`config.mk`:
```
export PLATFORM = sky130hd
export DESIGN_NAME = mult_booth_r4
export DESIGN_NICKNAME = d
export VERILOG_FILES = /design/src/rtl/mult_pkg.sv /design/src/rtl/add34_cla.sv /design/src/rtl/mult_booth_r4.sv
export SDC_FILE = /design/constraint.sdc
export NUM_CORES = 1
export LEC_CHECK = 0
export BUFFER_PORTS_ARGS = -buffer_cell sky130_fd_sc_hd__buf_2
export CAP_MARGIN = 15
export CORE_MARGIN = 1.5
export CORE_UTILIZATION = 35
export DETAILED_ROUTE_END_ITERATION = 8
export GPL_TIMING_DRIVEN = 1
export HOLD_SLACK_MARGIN = 0.12
export PLACE_DENSITY = 0.49
export SLEW_MARGIN = 20
export SYNTH_ARGS = -nofsm -noshare
export SYNTH_HDL_FRONTEND = slang
export SYNTH_HIERARCHICAL = 1
export SYNTH_SLANG_ARGS = --single-unit
```
`constraint.sdc`:
```
create_clock -name clock -period 7.55 [get_ports clock]
set_input_delay 1.51 -clock clock [delete_from_list [all_inputs] [get_ports clock]]
set_output_delay 1.51 -clock clock [all_outputs]
set_load 0.01 [all_outputs]
```
`src/rtl/mult_pkg.sv`:
```
// Shared types for the MultDiv multiplier path.
// Widths, FSM states and radix-4 Booth select codes.
package mult_pkg;

  localparam int WIDTH = 32;
  localparam int ITER  = 16;
  localparam int ACC_W = 34;

  typedef enum logic [1:0] {
    IDLE = 2'd0,
    RUN  = 2'd1,
    DONE = 2'd2
  } state_e;

  typedef enum logic [2:0] {
    SEL_ZERO,
    SEL_P1,
    SEL_P2,
    SEL_M1,
    SEL_M2
  } sel_e;

  function automatic sel_e booth_sel(input logic [2:0] t);
    sel_e s;
    case (t)
      3'b001, 3'b010: s = SEL_P1;
      3'b011:         s = SEL_P2;
      3'b100:         s = SEL_M2;
      3'b101, 3'b110: s = SEL_M1;
      default:        s = SEL_ZERO;
    endcase
    return s;
  endfunction

endpackage

```
`src/rtl/add34_cla.sv`:
```
// 34-bit adder: four 8-bit lookahead slices
// plus a 2-bit ripple top for bits [33:32].
module bit8_cla (
  input  logic [7:0] a,
  input  logic [7:0] b,
  input  logic       cin,
  output logic [7:0] sum,
  output logic       gout,
  output logic       pout
);

  logic [7:0] g;
  logic [7:0] p;
  logic [7:0] c;
  logic       gg;

  assign g    = a & b;
  assign p    = a ^ b;
  assign pout = &p;
  assign gout = gg;
  assign sum  = p ^ c;

  // in-slice carries and group generate
  always_comb begin
    c    = '0;
    gg   = 1'b0;
    c[0] = cin;
    for (int i = 0; i < 7; i++)
      c[i+1] = g[i] | (p[i] & c[i]);
    for (int i = 0; i < 8; i++)
      gg = g[i] | (p[i] & gg);
  end

endmodule

module add34_cla (
  input  logic [33:0] a,
  input  logic [33:0] b,
  input  logic        cin,
  output logic [33:0] sum
);

  logic [3:0] gs;
  logic [3:0] ps;
  logic [4:0] cs;
  logic       c33;

  for (genvar k = 0; k < 4; k++) begin : g_slice
    bit8_cla u_s (
      .a    (a[8*k +: 8]),
      .b    (b[8*k +: 8]),
      .cin  (cs[k]),
      .sum  (sum[8*k +: 8]),
      .gout (gs[k]),
      .pout (ps[k])
    );
  end

  // slice-to-slice carries from group g/p
  always_comb begin
    cs    = '0;
    cs[0] = cin;
    for (int k = 0; k < 4; k++)
      cs[k+1] = gs[k] | (ps[k] & cs[k]);
  end

  assign sum[32] = a[32] ^ b[32] ^ cs[4];
  assign c33     = (a[32] & b[32])
                 | (cs[4] & (a[32] ^ b[32]));
  assign sum[33] = a[33] ^ b[33] ^ c33;

endmodule

```
`src/rtl/mult_booth_r4.sv`:
```
// Iterative signed 32x32 radix-4 Booth multiplier.
// Low product word, overflow flag, one-cycle ready.
module mult_booth_r4
  import mult_pkg::*;
#(
  parameter int WIDTH = mult_pkg::WIDTH,
  parameter int ITER  = mult_pkg::ITER
) (
  input  logic             clock,
  input  logic             reset_n,
  input  logic [WIDTH-1:0] data_operandA,
  input  logic [WIDTH-1:0] data_operandB,
  input  logic             ctrl_MULT,
  output logic [WIDTH-1:0] data_result,
  output logic             data_exception,
  output logic             data_resultRDY
);

  state_e           state;
  logic [4:0]       count;
  logic [ACC_W-1:0] mcand;
  logic [ACC_W-1:0] hi;
  logic [WIDTH-1:0] lo;
  logic             qm1;
  logic [WIDTH-1:0] res_q;
  logic             exc_q;

  sel_e             sel;
  logic [ACC_W-1:0] mag;
  logic             neg;
  logic [ACC_W-1:0] addend;
  logic [ACC_W-1:0] sum;
  logic [ACC_W-1:0] hi_n;
  logic [WIDTH-1:0] lo_n;
  logic             exc_n;

  assign sel = booth_sel({lo[1:0], qm1});

  // partial product magnitude and sign
  always_comb begin
    mag = '0;
    neg = 1'b0;
    unique case (sel)
      SEL_P1: mag = mcand;
      SEL_P2: mag = mcand << 1;
      SEL_M1: begin
        mag = mcand;
        neg = 1'b1;
      end
      SEL_M2: begin
        mag = mcand << 1;
        neg = 1'b1;
      end
      default: mag = '0;
    endcase
  end

  assign addend = neg ? ~mag : mag;

  add34_cla u_add (
    .a   (hi),
    .b   (addend),
    .cin (neg),
    .sum (sum)
  );

  assign hi_n  = {{2{sum[ACC_W-1]}}, sum[ACC_W-1:2]};
  assign lo_n  = {sum[1:0], lo[WIDTH-1:2]};
  assign exc_n = hi_n[WIDTH-1:0] != {WIDTH{lo_n[WIDTH-1]}};

  // start, iterate, and latch result on last step
  always_ff @(posedge clock or negedge reset_n) begin
    if (!reset_n) begin
      state <= IDLE;
      count <= '0;
      mcand <= '0;
      hi    <= '0;
      lo    <= '0;
      qm1   <= 1'b0;
      res_q <= '0;
      exc_q <= 1'b0;
    end else if (ctrl_MULT) begin
      state <= RUN;
      count <= '0;
      mcand <= {{2{data_operandA[WIDTH-1]}}, data_operandA};
      hi    <= '0;
      lo    <= data_operandB;
      qm1   <= 1'b0;
      res_q <= '0;
      exc_q <= 1'b0;
    end else begin
      unique case (state)
        RUN: begin
          hi    <= hi_n;
          lo    <= lo_n;
          qm1   <= lo[1];
          count <= count + 5'd1;
          if (count == 5'(ITER - 1)) begin
            state <= DONE;
            res_q <= lo_n;
            exc_q <= exc_n;
          end
        end
        DONE:    state <= IDLE;
        default: state <= IDLE;
      endcase
    end
  end

  assign data_result    = res_q;
  assign data_exception = exc_q;
  assign data_resultRDY = (state == DONE);

endmodule

```
* Word level (Yosys, flattened, before mapping)
Index checks and enable logic that the tools add are counted. W data, S select, Z words.
Operators by class: equality and inequality tests 15, reductions and logical operators 12, bitwise logic cells 140, add/subtract/negate cells 1, mux-type cells 21
Operators with widths (number):
- $mux W32 | 5
- $mux W34 | 3
- $pmux W34 S2 | 1
- $xor A8 B8 Y8 | 8
- $and A1 B1 Y1 | 62
- $or A1 B1 Y1 | 61
- $not A34 Y34 | 1
- $and A8 B8 Y8 | 4
- $ne A32 B32 Y1 | 1
- $reduce_and A8 Y1 | 4
- $eq A3 B2 Y1 const B | 4
- $eq A3 B3 Y1 const B | 4
- $pmux W3 S4 | 1
- $mux W5 | 2
- $reduce_or A2 Y1 | 5
- $eq A3 B1 Y1 const B | 2
- $mux W1 | 6
- $mux W2 | 3
- $add A5 B1 Y5 const B | 1
- $eq A5 B4 Y1 const B | 1
- $reduce_bool A2 Y1 | 2
- $xor A1 B1 Y1 | 4
- $ne A3 B3 Y1 const B | 1
- $eq A2 B1 Y1 const B | 1
- other kinds (2) | 2
Word-level totals: input port bits 67, output and inout port bits 34, register bits 139, word-level logic and storage cells 197

* Logic depth before layout (Yosys ltp)
Gate-level depths: netlist of run 1.
word-level depth 47, depth in mapped cells 29, mapped depth without buffers 28

* Cells and area by module
Netlist of run 1, hierarchy kept.
Modules (own cells, without submodules):
- mult_booth_r4 | area each 6317.3 um^2, seq. area each 3428.3 um^2, instances 1, cells an instance 584
- bit8_cla | area each 349.1 um^2, seq. area each 0.0 um^2, instances 4, cells an instance 32
- add34_cla | area each 76.3 um^2, seq. area each 0.0 um^2, instances 1, cells an instance 8

* Least setup slack after synthesis of run 1
Ideal clock, no wire load.
kind register to register, start reg lo[0], end reg exc_q (netlist: data_exception), period minus slack after synthesis 6303 ps, required time 7422 ps, stages on the path, launching flop included 30, data arrival time 6176 ps, path buffers 1, path slack 1247 ps, setup time 128 ps, cell sequence dfrtp_1 inv_1 ha_1 nor2_4 xnor2_1 a21oi_4 buf_8 xor2_1 ha_1 nor3_1 nor2_1 a221o_1 a21o_1 a21o_1 a21o_1 inv_1 fa_1 inv_1 fa_1 fa_1 fa_1 fa_1 fa_1 fa_1 xor2_1 nand3_1 nor3_1 a31oi_1 o41ai_1 nand2_1
On the way: elaborated cells on any way between the ends 167, classes of those cells 11 x eq/ne; 7 x mux; 140 x bitwise; 9 x reduce/logical
RTL lines:
- from (decl) | RTL line mult_booth_r4.sv:23 | logic [WIDTH-1:0] lo;
- from (signal assigned) | RTL line mult_booth_r4.sv:87 | lo <= data_operandB;
- from (signal assigned) | RTL line mult_booth_r4.sv:95 | lo <= lo_n;
- $eq A3 B3 Y1, or another cell as far along | RTL line mult_pkg.sv:25 | case (t)
- $reduce_or A2 Y1 | RTL line mult_pkg.sv:25
- $pmux W3 S4 * | RTL line mult_pkg.sv:25
- $eq A3 B3 Y1, or another cell as far along | RTL line mult_booth_r4.sv:43 | unique case (sel)
- $reduce_or A2 Y1 (no line)
- $pmux W34 S2 | RTL line mult_booth_r4.sv:43
- $not A34 Y34 | RTL line mult_booth_r4.sv:58 | assign addend = neg ? ~mag : mag;
- $mux W34 * | RTL line mult_booth_r4.sv:58
- via addend[4] | RTL line mult_booth_r4.sv:31 | logic [ACC_W-1:0] addend;
- [9 not listed]
- via u_add.gs[0] | RTL line add34_cla.sv:43 | logic [3:0] gs;
- [1 not listed]
- via u_add.cs[1] | RTL line add34_cla.sv:45 | logic [4:0] cs;
- [2 not listed]
- via u_add.cs[2] | RTL line add34_cla.sv:45
- [2 not listed]
- via u_add.cs[3] | RTL line add34_cla.sv:45
- [12 not listed]
- $and A1 B1 Y1 * | RTL line add34_cla.sv:29 | c[i+1] = g[i] | (p[i] & c[i]);
- $or A1 B1 Y1 * | RTL line add34_cla.sv:29
- $xor A8 B8 Y8 * | RTL line add34_cla.sv:21 | assign sum = p ^ c;
- via sum[31] | RTL line mult_booth_r4.sv:32 | logic [ACC_W-1:0] sum;
- $ne A32 B32 Y1 * | RTL line mult_booth_r4.sv:69 | assign exc_n = hi_n[WIDTH-1:0] != {WIDTH{lo_n[WIDTH-1]}};
- $mux W1 * | RTL line mult_booth_r4.sv:98 | if (count == 5'(ITER - 1)) begin
- $mux W1 * | RTL line mult_booth_r4.sv:92 | unique case (state)
- $mux W1 * | RTL line mult_booth_r4.sv:82 | end else if (ctrl_MULT) begin
- to (signal assigned) | RTL line mult_booth_r4.sv:101 | exc_q <= exc_n;
- to (decl) | RTL line mult_booth_r4.sv:26 | logic exc_q;
Mark *: on every way through the listed nets, which the timed path passes. The rest lies on a longest branch. The select of a mux whose other input is x is not followed. A chain may end at the register's enable or synchronous reset.

* Worst setup path after layout of run 1
start reg lo[0], end reg exc_q (netlist: data_exception)
On the way: elaborated cells on any way between the ends 167, classes of those cells 11 x eq/ne; 7 x mux; 140 x bitwise; 9 x reduce/logical
RTL lines (RTL line):
- $eq A3 B3 Y1, or another cell as far along | mult_pkg.sv:25
- $reduce_or A2 Y1 | mult_pkg.sv:25
- $pmux W3 S4 * | mult_pkg.sv:25
- $eq A3 B3 Y1, or another cell as far along | mult_booth_r4.sv:43
- $reduce_or A2 Y1 (no line)
- $pmux W34 S2 | mult_booth_r4.sv:43
- $not A34 Y34 | mult_booth_r4.sv:58
- $mux W34 * | mult_booth_r4.sv:58
- via addend[9] | mult_booth_r4.sv:31
- [15 not listed]
- via u_add.gs[1] | add34_cla.sv:43
- [1 not listed]
- via u_add.cs[2] | add34_cla.sv:45
- [2 not listed]
- via u_add.cs[3] | add34_cla.sv:45
- [12 not listed]
- $and A1 B1 Y1 * | add34_cla.sv:29
- $or A1 B1 Y1 * | add34_cla.sv:29
- $xor A8 B8 Y8 * | add34_cla.sv:21
- via sum[31] | mult_booth_r4.sv:32
- $ne A32 B32 Y1 * | mult_booth_r4.sv:69
- $mux W1 * | mult_booth_r4.sv:98
- $mux W1 * | mult_booth_r4.sv:92
- $mux W1 * | mult_booth_r4.sv:82
Marked as above.

==> impl_metrics.toml, run 1 <==
[floorplan]
coreArea_sq_mm = 0.0218
dieArea_sq_mm = 0.0232
boundaryPins = 101
die_h_microns = 152
start_util_pct = 35.7
die_w_microns = 152
rows = 54

[critical_path]
crit_path_end_kind = "flip-flop"
crit_path_max_incr_delay_ns = 0.46
cpMaxStageDelayCell = "buf_4"
rr_startpoint = "lo[0]"
timing.rr.end = "data_exception"
setup.worst_path.start_class = "flip-flop"
crit_type = "reg -> reg"
cpMostUsedCell = "fa_1"
r2r_cells = 28
cp.required_ns = 7.85
worstPathArrival_ns = 7.34
cp_max_fo = 26
r2r_setup_slack_ns = 0.51

[timing]
setup_viol = 0
setup_tns_ns = 0
timing.fmax_ghz = 0.142
drv_slew = 0
max-slew-margin-rel_pct = 36.8
fin_crit_sh_pct = 93.3
min_period_ns = 7.04
finalHoldViolations = 0
rsz0062_at_grt = "false"
clock_skew_ns = 0.0120
max_slew.worst_pin.slew_ns = 0.949
fin_ws_ns = 0.505

[placement]
gp_congestion = 0.857
hpwl_mm = 12.6
dp_slack_ns = 0.531
port_buffers = 100
placed_cell_area_sq_mm = 0.00850

[drt]
via_per_inst = 5.19
wire_per_inst_microns = 17.0
wl_mm = 18.6
drc = 0
vias = 5691
final_antenna_net_count = 0
drtPass1Iterations = 5
drtIter0Drc = 224

[global_route]
grt_max_degree = 87
track_usage_pct = 17.0
grt_pass1_vias = 6159
antenna_found_initial = 0
overflow = 0
grt_pass1_wl_mm = 31.9

[clocking]
cts_resized = 0
cts_root_buffer = "clkbuf_16"
post-cts-setup-buffers = 0
cts_tree = "built"
cts.sinks = 137
cts_hold_buf = 0
clk_pin_slew_ns = 0.07
cts_max_level = 4
cts_made_buffers = 17
clock_latency_ns = 0.43
cts.path.max_buffers = 2

[synthesis]
yosys_warnings = 6
synth-seq-cells = 137
avgSynthCellArea_sq_um = 10.8
yosys.area.top_type = "dfrtp_1"
synthFlopType = "dfrtp_1"
synth-edff-count = 0
synth.distinct_cells = 42
synthTopCellsByArea = "dfrtp_1 (44%), fa_1 (7.5%), ha_1 (6.1%)"
syn-num-nets = 854
syn_inst = 720
async_flop_share_pct = 100
seq_area_frac_synth_pct = 44.0
netlist_area_sq_mm = 0.00779
synth_top_cell_area_share_pct = 44.0

[min_path]
min_from = "data_result[9]"
hold_class = "reg -> reg"
min_path_cells = 1
hold_end = "data_result[9]"

[flow_run]
max_cap_viol_count = 0

[power_and_ir_drop]
ir_worst_vdd_v = 0.000165
power_density_mw_per_mm2 = 313
power_leakage_nw = 4.20

[cells_and_area]
areaGrowthSynthToFinish_pct = 16.5
final_util_pct = 41.6
stdcell_area_sq_mm = 0.00907
n_antenna_cell = 0
nets = 938
drive_above_1_share_pct = 23.0

[run_status]
outcome = "complete, no violations"
-- cell families after synthesis --
logic type / share of synthesized area (%)
muxes: 8.61
buffers and inverters: 4.16
DFF: 44.0
and+or+nand+nor: 10.3
AOI/OAI and AO/OA: 14.6
xor gates and xnor gates: 4.83
adders and majority gates: 13.6
-- final cells by class --
cell class / instances / area (sq um)
fill: 2149 / 12700
multi-input combinational: 515 / 4050
sequential: 137 / 3430
timing repair buffer: 109 / 577
clock buffer: 19 / 443
tap: 280 / 350
clock inverter: 13 / 134
inverter: 24 / 90.1
-- routing by layer --
layer / share of wire [%] / track usage [%]
met1: 47 / 22.8
met2: 48 / 27.7
met3: 4.4 / 3.87
met4: 0.92 / 4.72
met5: 0 / 0
-- report_power, final --
| group | switching, mW | internal (mW) | leakage, nW |
|---|---|---|---|
| clock network | 0.350 | 0.471 | 0.273 |
| logic | 0.616 | 0.456 | 2.18 |
| registers | 0.108 | 0.839 | 1.74 |
-- worst max path at each step --
stage                     start              to  slack [ns]  cells past startpoint
after floorplan           lo[0]  data_exception        1.25                     29
after global placement    lo[0]  data_exception        0.74                     28
after detailed placement  lo[0]  data_exception        0.53                     28
after CTS                 lo[0]  data_exception        0.47                     28
after global routing      lo[0]  data_exception        0.02                     28
final                     lo[0]  data_exception        0.51                     28
-- synthesized netlist by cell type (all sizes together) (2+ instances only) --
cell,n
a21oi,39
xnor2,4
a221o,4
nor2b,2
nor2,20
ha,38
mux2,32
inv,24
a22oi,31
nor3,16
xor2,39
clkbuf,14
nand4,13
fa,29
a22o,30
dfrtp,137
a211oi,5
nor4,4
o21ai,41
buf,30
mux2i,31
nand2,112
o211ai,4
nand3,6
a31oi,4
a21o,4
-- through the flow --
| step | hold WS [ns] | cells | total power [mW] |
|---|---|---|---|
| final | 0.501 | 1097 | 2.84 |
| after global routing | 0.512 | 1097 | 3.08 |
| after CTS | 0.506 | 1097 | 2.87 |
| after detailed placement | 0.487 | 1065 | 2.03 |
| after global placement | 0.483 | 1065 | 2.02 |
| after floorplan | 0.486 | 720 | 1.75 |
-- critical path: cells and delay by family (launching register included) --
kind / cells / cell delay (ns)
fa+ha+maj: 9 / 3.07
compound gates: 8 / 1.67
flops: 1 / 0.38
buf+inv: 4 / 0.66
simple gates: 4 / 0.47
xor+xnor: 3 / 0.66
-- state kept, by name, indices dropped and copies added, names as in the netlist --
name,flops
hi,32
state,2
count,5
qm1,1
data_result,32
lo,32
mcand,32
data_exception,1
-- cells in the final DEF (no fill, tap or decap), types with 3 or more instances in the layout --
| master | n |
|---|---|
| mux2i_1 | 31 |
| a22oi_1 | 31 |
| nand2_1 | 112 |
| xor2_1 | 39 |
| fa_1 | 29 |
| a211oi_2 | 4 |
| buf_4 | 10 |
| clkinvlp_4 | 3 |
| inv_6 | 5 |
| nand3_1 | 6 |
| dfrtp_1 | 137 |
| a221o_1 | 4 |
| a21oi_1 | 37 |
| o211ai_1 | 4 |
| a31oi_1 | 4 |
| xnor2_1 | 4 |
| nor3_4 | 4 |
| nor4_1 | 4 |
| buf_2 | 98 |
| nor2_1 | 18 |
| nand4_1 | 13 |
| a22o_1 | 30 |
| nor3_1 | 12 |
| clkbuf_16 | 17 |
| clkinv_4 | 3 |
| a21o_1 | 4 |
| inv_1 | 24 |
| mux2_2 | 32 |
| ha_1 | 38 |
| o21ai_0 | 37 |
| o21ai_1 | 4 |
Power figures use the tool's default switching activity.
==> run 2: changes to the inputs <==
SYNTH_HIERARCHICAL = unset   (was 1)
==> run 2 against run 1 <==
Net effect: maximum frequency is 1.9% lower; non-clock buffer count is 2 higher; synthesized cell count is 6.8% higher; via count is 1.3% higher; synthesized area is 0.31% higher; final area is 1.4% higher; sequential share of layout area is 0.52 points lower; sequential cell count stayed put; sequential power is 8% higher.
==> impl_metrics.toml, run 2 <==
[clocking]
cts_root_buffer = "clkbuf_16"
cts_hold_buf = 0
cts_tree = "built"
cts.sinks = 137
clock_latency_ns = 0.42
clk_pin_slew_ns = 0.07
cts_max_level = 4
cts_made_buffers = 17
cts.path.max_buffers = 2

[power_and_ir_drop]
power_density_mw_per_mm2 = 336
ir_worst_vdd_v = 0.000168
power_leakage_nw = 4.17

[drt]
drtPass1Iterations = 5
wl_mm = 18.5
final_antenna_net_count = 0
wire_per_inst_microns = 16.2
drtIter0Drc = 251
drc = 0
via_per_inst = 5.04
vias = 5766

[floorplan]
boundaryPins = 101
rows = 54
die_h_microns = 152
dieArea_sq_mm = 0.0232
die_w_microns = 152
coreArea_sq_mm = 0.0219
start_util_pct = 35.7

[placement]
placed_cell_area_sq_mm = 0.00855
dp_cells = 1106
hpwl_mm = 12.3
dp_slack_ns = 0.222
port_buffers = 100
gp_congestion = 0.773

[min_path]
hold_class = "reg -> reg"

[synthesis]
synth.distinct_cells = 43
syn_inst = 769
seq_area_frac_synth_pct = 43.9
yosys_warnings = 0
async_flop_share_pct = 100
avgSynthCellArea_sq_um = 10.2
synthFlopType = "dfrtp_1"
synth-seq-cells = 137
netlist_area_sq_mm = 0.00781
yosysMostFrequentCell = "dfrtp_1"
synth_common_cells = "dfrtp_1 (137), nand2_1 (126), o21ai_0 (70), a21oi_1 (47), ha_1 (38)"
synthTopCellsByArea = "dfrtp_1 (44%), fa_1 (7.2%), ha_1 (6.1%)"
synth-edff-count = 0
yosys.area.top_type = "dfrtp_1"
synth_top_cell_area_share_pct = 43.9
syn-num-nets = 902

[critical_path]
crit_type = "reg -> reg"
crit_path_end_kind = "flip-flop"
cp_max_fo = 32
setup.worst_path.start_class = "flip-flop"
worstPathArrival_ns = 7.46
cp.required_ns = 7.83

[cells_and_area]
nets = 983
stdcell_area_sq_mm = 0.00920
final_common_cell = "dfrtp_1"
mostFrequentLayoutCells = "dfrtp_1 (137), nand2_1 (126), buf_2 (98)"
final_cells = 1143
fillCellCount = 2213
areaGrowthSynthToFinish_pct = 17.7
n_antenna_cell = 0
drive_above_1_share_pct = 21.4

[global_route]
grt_pass1_vias = 5850
overflow = 0
track_usage_pct = 16.6
grt_max_degree = 100
antenna_found_initial = 0
grt_pass1_wl_mm = 31.0

[timing]
drv_slew = 0
setup_viol = 0
finalHoldViolations = 0
max-slew-margin-rel_pct = 30.9
clock_skew_ns = 0.00958
fin_ws_ns = 0.370
timing.fmax_ghz = 0.139
hold_slack_ns = 0.475
max_slew.worst_pin.slew_ns = 1.04
min_period_ns = 7.18
setup_tns_ns = 0
fin_crit_sh_pct = 95.1

[flow_run]
max_cap_viol_count = 0

[run_status]
outcome = "complete, no violations"
[run 2: area by class of cell]
| cell class | count | area, sq um | area share [%] |
|---|---|---|---|
| clock buffer | 21 | 460 | 5.00 |
| clock inverter | 11 | 111 | 1.21 |
| inverter | 13 | 48.8 | 0.530 |
| multi-input combinational | 570 | 4200 | 45.6 |
| sequential | 137 | 3430 | 37.3 |
| tap | 280 | 350 | 3.81 |
| timing repair buffer | 111 | 604 | 6.57 |
[run 2: cell families (layout without fill, tap and decap cells)]
| logic type | count (synthesis) | after routing | synth area share (%) |
|---|---|---|---|
| XOR/XNOR | 42 | 42 | 4.71 |
| AND/OR/NAND/NOR | 231 | 231 | 13.8 |
| flip-flops | 137 | 137 | 43.9 |
| buffers and inverters | 63 | 156 | 3.39 |
| AO/OA/AOI/OAI | 166 | 167 | 12.2 |
| adder cells (fa/ha/maj) | 66 | 66 | 13.3 |
| multiplexers | 64 | 64 | 8.73 |
[run 2: worst max-delay path: stages (launching register included)]
cell and delay (ns):
dfrtp_1 0.41, inv_1 0.09, ha_1 0.22, nor2_4 0.17, a21boi_2 0.23, buf_12 0.21, a22oi_1 0.10, xnor2_1 0.25
ha_1 0.28, a21o_1 0.16, a21oi_1 0.13, o21ai_0 0.09, a211o_1 0.31, a21boi_2 0.21, o21ai_1 0.12, fa_1 0.44
fa_1 0.44, fa_1 0.43, fa_1 0.42, fa_1 0.42, fa_1 0.43, fa_1 0.53, nor4_2 0.25, and4b_1 0.21
o21ai_0 0.07, nor4_1 0.32, o31ai_1 0.10
[run 2: stage by stage]
step                      util, %  total power, mW
after floorplan                 -             1.92
after global placement       39.1             2.27
after detailed placement     39.1             2.28
after CTS                    41.7             3.12
after global routing         42.0             3.36
final                        42.0             3.09
[run 2: power breakdown]
group	internal, mW	switching, mW
clock network	0.476	0.346
logic	0.549	0.703
registers	0.879	0.143
total	1.90	1.19
[run 2: metal layers]
layer | vias up | part of all wire, % | track usage (%)
li1 | 2828 | - | -
met1 | 2789 | 51 | 24.5
met2 | 133 | 43 | 24.4
met3 | 16 | 4.4 | 3.73
met4 | 0 | 1.3 | 4.67
met5 | - | 0 | 0
[run 2: timing repair]
action                                  in CTS  in global routing
endpoints found under the setup margin       0                  1
buffers inserted                             0                  4
gates resized for setup                      0                  6
[run 2: path summary, 6_finish.rpt]
kind,cells past startpoint,from,end,slack [ns]
max,26,qm1,data_exception,0.37
min,2,data_result[17],data_result[17],0.48
max in group asynchronous,2,reset_n,mcand[19],5.10
min in group asynchronous,1,reset_n,data_result[20],1.08
max reg2reg,26,qm1,data_exception,0.37
min reg2reg,2,data_result[17],data_result[17],0.48
